===== config.mk =====
export PLATFORM = sky130hd
export DESIGN_NAME = instr_fetch_queue
export DESIGN_NICKNAME = d
export VERILOG_FILES = /design/src/rtl/instr_fetch_queue.sv
export SDC_FILE = /design/constraint.sdc
export NUM_CORES = 1
export LEC_CHECK = 0
export BUFFER_PORTS_ARGS = -buffer_cell sky130_fd_sc_hd__buf_2
export CAP_MARGIN = 20
export CORE_UTILIZATION = 54
export CTS_CLUSTER_DIAMETER = 120
export DETAILED_ROUTE_END_ITERATION = 7
export PLACE_DENSITY = 0.81
export SETUP_SLACK_MARGIN = 0.1
export SYNTH_ARGS = -nofsm -noshare
export SYNTH_HDL_FRONTEND = slang
export SYNTH_SLANG_ARGS = --single-unit

===== constraint.sdc =====
create_clock -name clk -period 10.55 [get_ports clk]
set_input_delay 0.5275 -clock clk [delete_from_list [all_inputs] [get_ports clk]]
set_output_delay 0.5275 -clock clk [all_outputs]
set_load 0.05 [all_outputs]

===== src/rtl/instr_fetch_queue.sv =====
// instr_fetch_queue: fetch-to-decode FIFO with flush and fault-lock.
module instr_fetch_queue #(
    parameter int DEPTH = 4,
    parameter int XLEN  = 32,
    parameter int ILEN  = 32,
    parameter int CW    = $clog2(DEPTH + 1)
) (
    input  logic            clk,
    input  logic            rst,
    input  logic            flush_i,
    input  logic            ld_valid_i,
    output logic            ld_ready_o,
    input  logic [XLEN-1:0] ld_pc_i,
    input  logic [ILEN-1:0] ld_instr_i,
    input  logic            ld_fault_i,
    output logic            dec_valid_o,
    input  logic            dec_ready_i,
    output logic [XLEN-1:0] dec_pc_o,
    output logic [ILEN-1:0] dec_instr_o,
    output logic            dec_fault_o,
    output logic [CW-1:0]   count_o,
    output logic            fault_lock_o,
    output logic            busy_o
);
    localparam int AW = $clog2(DEPTH);
    logic [XLEN-1:0] pc_mem [DEPTH];
    logic [ILEN-1:0] instr_mem [DEPTH];
    logic            fault_mem [DEPTH];
    logic [AW-1:0]   wr_ptr_q, wr_ptr_d, rd_ptr_q, rd_ptr_d;
    logic [CW-1:0]   count_q, count_d;
    logic            fault_lock_q, fault_lock_d;
    logic            push, pop;
    always_comb begin
        ld_ready_o   = (count_q != CW'(DEPTH)) && !fault_lock_q && !flush_i;
        dec_valid_o  = (count_q != '0) && !flush_i;
        push         = ld_valid_i && ld_ready_o;
        pop          = dec_valid_o && dec_ready_i;
        wr_ptr_d     = flush_i ? '0 : wr_ptr_q + AW'(push);
        rd_ptr_d     = flush_i ? '0 : rd_ptr_q + AW'(pop);
        count_d      = flush_i ? '0 : count_q + CW'(push) - CW'(pop);
        fault_lock_d = flush_i ? 1'b0 : (fault_lock_q || (push && ld_fault_i));
        dec_pc_o     = dec_valid_o ? pc_mem[rd_ptr_q] : '0;
        dec_instr_o  = dec_valid_o ? instr_mem[rd_ptr_q] : '0;
        dec_fault_o  = dec_valid_o ? fault_mem[rd_ptr_q] : 1'b0;
        count_o      = count_q;
        fault_lock_o = fault_lock_q;
        busy_o       = count_q != '0;
    end
    always_ff @(posedge clk) begin
        if (rst) begin
            wr_ptr_q     <= '0;
            rd_ptr_q     <= '0;
            count_q      <= '0;
            fault_lock_q <= 1'b0;
        end else begin
            wr_ptr_q     <= wr_ptr_d;
            rd_ptr_q     <= rd_ptr_d;
            count_q      <= count_d;
            fault_lock_q <= fault_lock_d;
        end
    end
    // Storage is never reset; outputs are masked by dec_valid_o instead.
    always_ff @(posedge clk) begin
        if (push) begin
            pc_mem[wr_ptr_q]    <= ld_pc_i;
            instr_mem[wr_ptr_q] <= ld_instr_i;
            fault_mem[wr_ptr_q] <= ld_fault_i;
        end
    end
    always_ff @(posedge clk) begin
        if (!rst) begin
            assert (count_q <= CW'(DEPTH));
            assert (AW'(wr_ptr_q - rd_ptr_q) == count_q[AW-1:0]);
            assert (!(push && fault_lock_q));
        end
    end
endmodule


==> results of run 1 <==
==> cell families after synthesis <==
kind of cell,count (synthesis),synth area share [%]
and+or+nand+nor,88,5.18
xor gates and xnor gates,5,0.427
adders and majority gates,3,0.440
buffers and inverters,26,1.64
muxes,66,14.4
DFF,268,77.8
AOI/OAI and AO/OA,2,0.147
==> power by group through the flow <==
stage               logic (mW)  clock network, mW  registers [mW]
finish                  0.0998              0.861            1.19
global route             0.107              0.922            1.19
CTS                      0.101              0.880            1.19
detailed placement       0.101                  0            1.21
global placement        0.0963                  0            1.21
floorplan               0.0591                  0            1.22
==> final cells by class <==
cell class / instances / area, um^2
Tap cell: 234 / 293
Fill cell: 1283 / 6650
Antenna cell: 1 / 2.50
Sequential cell: 268 / 7980
Clock buffer: 31 / 691
Inverter: 3 / 11.3
Clock inverter: 17 / 110
Timing Repair Buffer: 150 / 773
Multi-Input combinational cell: 164 / 2140
==> layer usage <==
| metal | global-route usage (%) | vias to the layer above | routed length [um] |
|---|---|---|---|
| met1 | 27.4 | 2534 | 8010 |
| met2 | 33.0 | 142 | 9240 |
| li1 | - | 2181 | - |
| met5 | 0 | - | 20 |
| met3 | 4.03 | 29 | 983 |
| met4 | 4.34 | 4 | 306 |
==> worst paths after layout <==
kind                  start                to  slack, ns  cells past startpoint
max             rd_ptr_q[0]       dec_pc_o[0]       7.01                      4
min          ld_instr_i[17]  instr_mem[3][17]       0.22                      1
max reg2reg      count_o[1]      pc_mem[3][5]       7.66                      4
min reg2reg    fault_lock_o      fault_lock_o       0.56                      2
==> synth_stat cells, types with 2 or more instances <==
cell      instances
buf_12            3
nor2_1            4
nor3_1            6
and2_1           69
edfxtp_1        260
nor3b_1           3
inv_1             3
clkbuf_1          8
dfxtp_1           8
ha_1              2
buf_1             2
xnor2_1           4
buf_2             8
mux4_2           65
nand2_1           3
==> critical path, delay by kind of cell (launching register included) <==
kind,cells,cell delay [ns]
DFF,1,0.88
buffers and inverters,2,0.83
muxes,1,0.58
and+or+nand+nor,1,0.18
==> cell usage in the layout (no fill, tap or decap) <==
master,netlist,routed
edfxtp_1,260,260
buf_2,8,141
and2_1,69,69
mux4_2,65,65
clkbuf_16,0,27
clkinv_2,0,9
buf_4,1,9
dfxtp_1,8,6
nor3_1,6,5
clkinv_1,0,5
xnor2_1,4,4
clkbuf_1,8,4
inv_1,3,3
nand2_1,3,3
nor2_4,0,2
nor2_1,4,2
nor3b_2,0,2
ha_1,2,2
dfxtp_4,0,2
diode_2,0,1
or3b_2,1,1
nand3_1,1,1
nor3b_1,3,1
nor3_2,0,1
or3_1,1,1
mux2i_1,1,1
o311ai_0,1,1
xor2_1,1,1
a31oi_1,1,1
fa_1,1,1
clkinvlp_4,0,1
clkinv_4,0,1
bufinv_16,0,1
==> metrics by stage <==
stage	setup slack (ns)	hold WS, ns	cells	util [%]
floorplan	4.03	0.533	458	-
global placement	7.44	0.533	819	60.0
detailed placement	7.39	0.553	819	60.0
CTS	6.89	0.197	867	64.3
global route	6.75	0.201	867	64.3
finish	7.01	0.219	868	64.3
==> sequential cells by signal, indices dropped and copies added, names as in the netlist <==
signal / count
count_o: 3
fault_lock_o: 1
fault_mem: 4
instr_mem: 128
pc_mem: 128
rd_ptr_q: 2
wr_ptr_q: 2
==> impl_metrics.toml, run 1 <==
[status]
status = "finished clean"

[yosys]
synthTopCellsByArea = "edfxtp_1 76%, mux4_2 14%, and2_1 4.2%, dfxtp_1 1.6%, buf_12 0.59%"
ys_seq_elements = 268
ys_warn_count = 0
synthCells = 458
yosysTopAreaCellShare_pct = 76.2
synth_nets = 531
syn_avg_cell_area_um2 = 22.4
synth_flop_cell = "edfxtp_1"
synth.distinct_cells = 25
synthArstFlopShare_pct = 0
ys_seq_area_share_pct = 77.8
synth_area_um2 = 10200
synth-edff-count = 260
yosysTopAreaCell = "edfxtp_1"

[grt]
grt_pass1_wl_mm = 29.1
grt_max_degree = 67
grtUsageTotal_pct = 19.8
antenna_found_initial = 4
first_global_vias = 5171
gr-total-overflow = 0

[clock_network]
htree_levels = 1
cts_tree = "built"
cts_setup_buffers = 0
ctsResizeCount = 0
root_buffer = "clkbuf_16"
cts.sinks = 268
hold_buffers = 0
cts_buffers = 27
clk_latency_ns = 0.52
clockBufferDepth = 3
clk_transition_reported_paths_ns = 0.06

[setup_path]
end_kind = "primary output"
crit_arrival_ns = 3.01
cp_max_fo = 41
path_class = "reg -> out"
max_stage_delay_ns = 0.88
worstSetupStartpointType = "flip-flop"
cp_data_required_time_ns = 10.02
cp_cell_sequence = "buf_4 -> mux4_2 -> and2_1 -> buf_2"
crit_path_top_delay_cell = "dfxtp_4"

[sta]
worst_slew_pin_slew_ns = 1.01
maxSlewHeadroom_pct = 32.5
final-setup-viol-count = 0
slew_viol_final = 0
skew_ns = 0.00931
min_period_ns = 3.54
grt_setup_unrepaired = "no"
period_share_pct = 33.6
finalHoldViolations = 0
timing.fmax_mhz = 282
tns_ns = 0

[pwr]
seq_power_share_pct = 55.3
p_comb_share_pct = 4.6
p_leak_nw = 4.16
clockPowerShare_pct = 40.0
power_switching_mw = 0.441
power_density_nw_per_um2 = 179
swShare_pct = 20.5
finalPower_mw = 2.15
irDropWorstVdd_mv = 0.130
p_int_mw = 1.71

[placement]
place.gp.congestion = 0.779
io_buffers = 141
hpwl_mm = 10.9
dpl-instance-area_um2 = 11200

[layout]
fin_nets = 687
drive_above_1_share_pct = 41.4
final_area_um2 = 12000
syn2layout_area_growth_pct = 17.1

[flow_run]
maxCapViolations = 0

[drt]
wl_per_cell_um = 21.4
via_count = 4890
wirelength_mm = 18.6
drt_iter0_drc = 286
firstDrtPassIters = 4
ant_nets = 0
viasPerCell = 5.63
drc = 0

[floorplanning]
die_area_um2 = 19500
die_y_um = 140
fp.coreArea_um2 = 18600
start_util_pct = 54.9
die_w_um = 140
pin_count = 142
rows = 50

[hold_path]
holdCritPathClass = "in -> reg"
Note: power is estimated with default switching activity, not from simulation.
==> run 2, diff against run 1 <==
Clock period 10.55 ns to 3.4 ns, I/O delays scaled along.
==> impl_metrics.toml, run 2 (synthesized netlist as in run 1, its figures left out) <==
[setup_path]
reg2reg_depth = 8
path_delay_family = "flip-flops"
path_buf_inv = 2
path_class = "reg -> out"
cp_cell_sequence = "buf_4 -> mux4_2 -> and2_1 -> buf_2"
cp.depth = 4
worstSetupStartpointType = "flip-flop"
cp_data_required_time_ns = 3.23
crit_arrival_ns = 2.50
cp_max_fo = 30
crit_path_top_delay_cell = "dfxtp_4"
r2r_slack_ns = 0.95
end_kind = "primary output"
max_stage_delay_ns = 0.73
regToRegEndpoint = "count_o[2]"
r2r_start = "count_o[2]"

[hold_path]
min_to = "rd_ptr_q[0]"
holdPathStages = 3
hold_start = "dec_ready_i"
holdCritPathClass = "in -> reg"

[pwr]
p_int_mw = 5.27
clockPowerShare_pct = 38.4
power_switching_mw = 1.34
p_leak_nw = 4.44
irDropWorstVdd_mv = 0.425
p_comb_share_pct = 5.7
swShare_pct = 20.3
power_density_nw_per_um2 = 521
seq_power_share_pct = 55.9
finalPower_mw = 6.62

[floorplanning]
fp.coreArea_um2 = 18600
pin_count = 142
rows = 50
start_util_pct = 54.9
die_area_um2 = 19500
die_w_um = 140
die_y_um = 140

[grt]
first_global_vias = 5696
grt_max_degree = 67
grtUsageTotal_pct = 20.6
antenna_found_initial = 1
grt_pass1_wl_mm = 30.5
gr-total-overflow = 0

[drt]
drc = 0
via_count = 5201
wl_per_cell_um = 20.9
viasPerCell = 5.56
ant_nets = 0
wirelength_mm = 19.5
drt_iter0_drc = 315
firstDrtPassIters = 5

[clock_network]
root_buffer = "clkbuf_16"
cts.sinks = 268
htree_levels = 1
ctsResizeCount = 0
cts_tree = "built"
clk_latency_ns = 0.51
hold_buffers = 69
clk_transition_reported_paths_ns = 0.05
clockBufferDepth = 3
cts_setup_buffers = 0
cts_buffers = 27

[layout]
final_cell_count_no_fill = 936
top_regs = "instr_mem (128), pc_mem (128), fault_mem (4)"
syn2layout_area_growth_pct = 23.9
final_common_cell = "edfxtp_1"
fin_nets = 760
final_cell_mix = "260 x edfxtp_1, 141 x buf_2, 69 x and2_1, 69 x dlygate4sd3_1, 65 x mux4_2"
final_core_util_pct = 68.1
drive_above_1_share_pct = 37.5

[sta]
final-setup-viol-count = 0
slew_viol_final = 0
worst_slack_ns = 0.731
timing.fmax_mhz = 375
grt_setup_unrepaired = "no"
maxSlewHeadroom_pct = 31.6
worst_slew_pin_slew_ns = 1.03
finalHoldViolations = 0
period_share_pct = 78.5
tns_ns = 0
min_period_ns = 2.67
skew_ns = 0.00724

[placement]
place.gp.congestion = 0.781
place_ws_ns = 0.920
io_buffers = 141
dpl.cell_count = 823
hpwl_mm = 10.9

[status]
status = "finished clean"

[flow_run]
maxCapViolations = 0
[run 2: tightest hold or removal path: stages]
cell and delay, ns:
buf_2 0.11, nor3b_1 0.18, mux2i_1 0.12
[run 2: power by group through the flow]
stage,sequential (mW),clock (mW),combinational [mW]
final,3.70,2.54,0.378
after global routing,3.70,2.73,0.403
after CTS,3.70,2.60,0.379
after detailed placement,3.77,0,0.315
after global placement,3.76,0,0.303
after floorplan,3.77,0,0.186
[run 2: layout make-up]
class	count	area, um^2
Sequential cell	268	7980
Inverter	3	11.3
Timing Repair Buffer	223	1510
Clock buffer	33	698
Tap cell	234	293
Fill cell	1222	5950
Antenna cell	1	2.50
Clock inverter	10	45.0
Multi-Input combinational cell	164	2160
[run 2: per-stage QoR]
step | cell area [um^2] | hold WS, ns
after CTS | 12700 | 0.0898
final | 12700 | 0.110
after floorplan | 10300 | 0.247
after global routing | 12700 | 0.125
after detailed placement | 11300 | 0.385
after global placement | 11300 | 0.379
[run 2: layer usage]
layer  vias to the layer above  global-route usage, %  share of wire [%]
met1                      2684                   26.7                 40
met2                       166                   35.7                 52
met5                         -                      0                  0
met3                        32                   4.16                5.4
li1                       2319                      -                  -
met4                         0                   5.78                1.9
[run 2: worst max-delay path by stage]
stage / from / end / slack [ns]
floorplan: count_o[2] / fault_mem[3] / 0.21
global placement: count_o[2] / count_o[2] / 1.03
detailed placement: count_o[2] / count_o[2] / 0.92
CTS: rd_ptr_q[0] / dec_pc_o[22] / 0.66
global route: rd_ptr_q[0] / dec_pc_o[22] / 0.56
finish: rd_ptr_q[0] / dec_instr_o[25] / 0.73
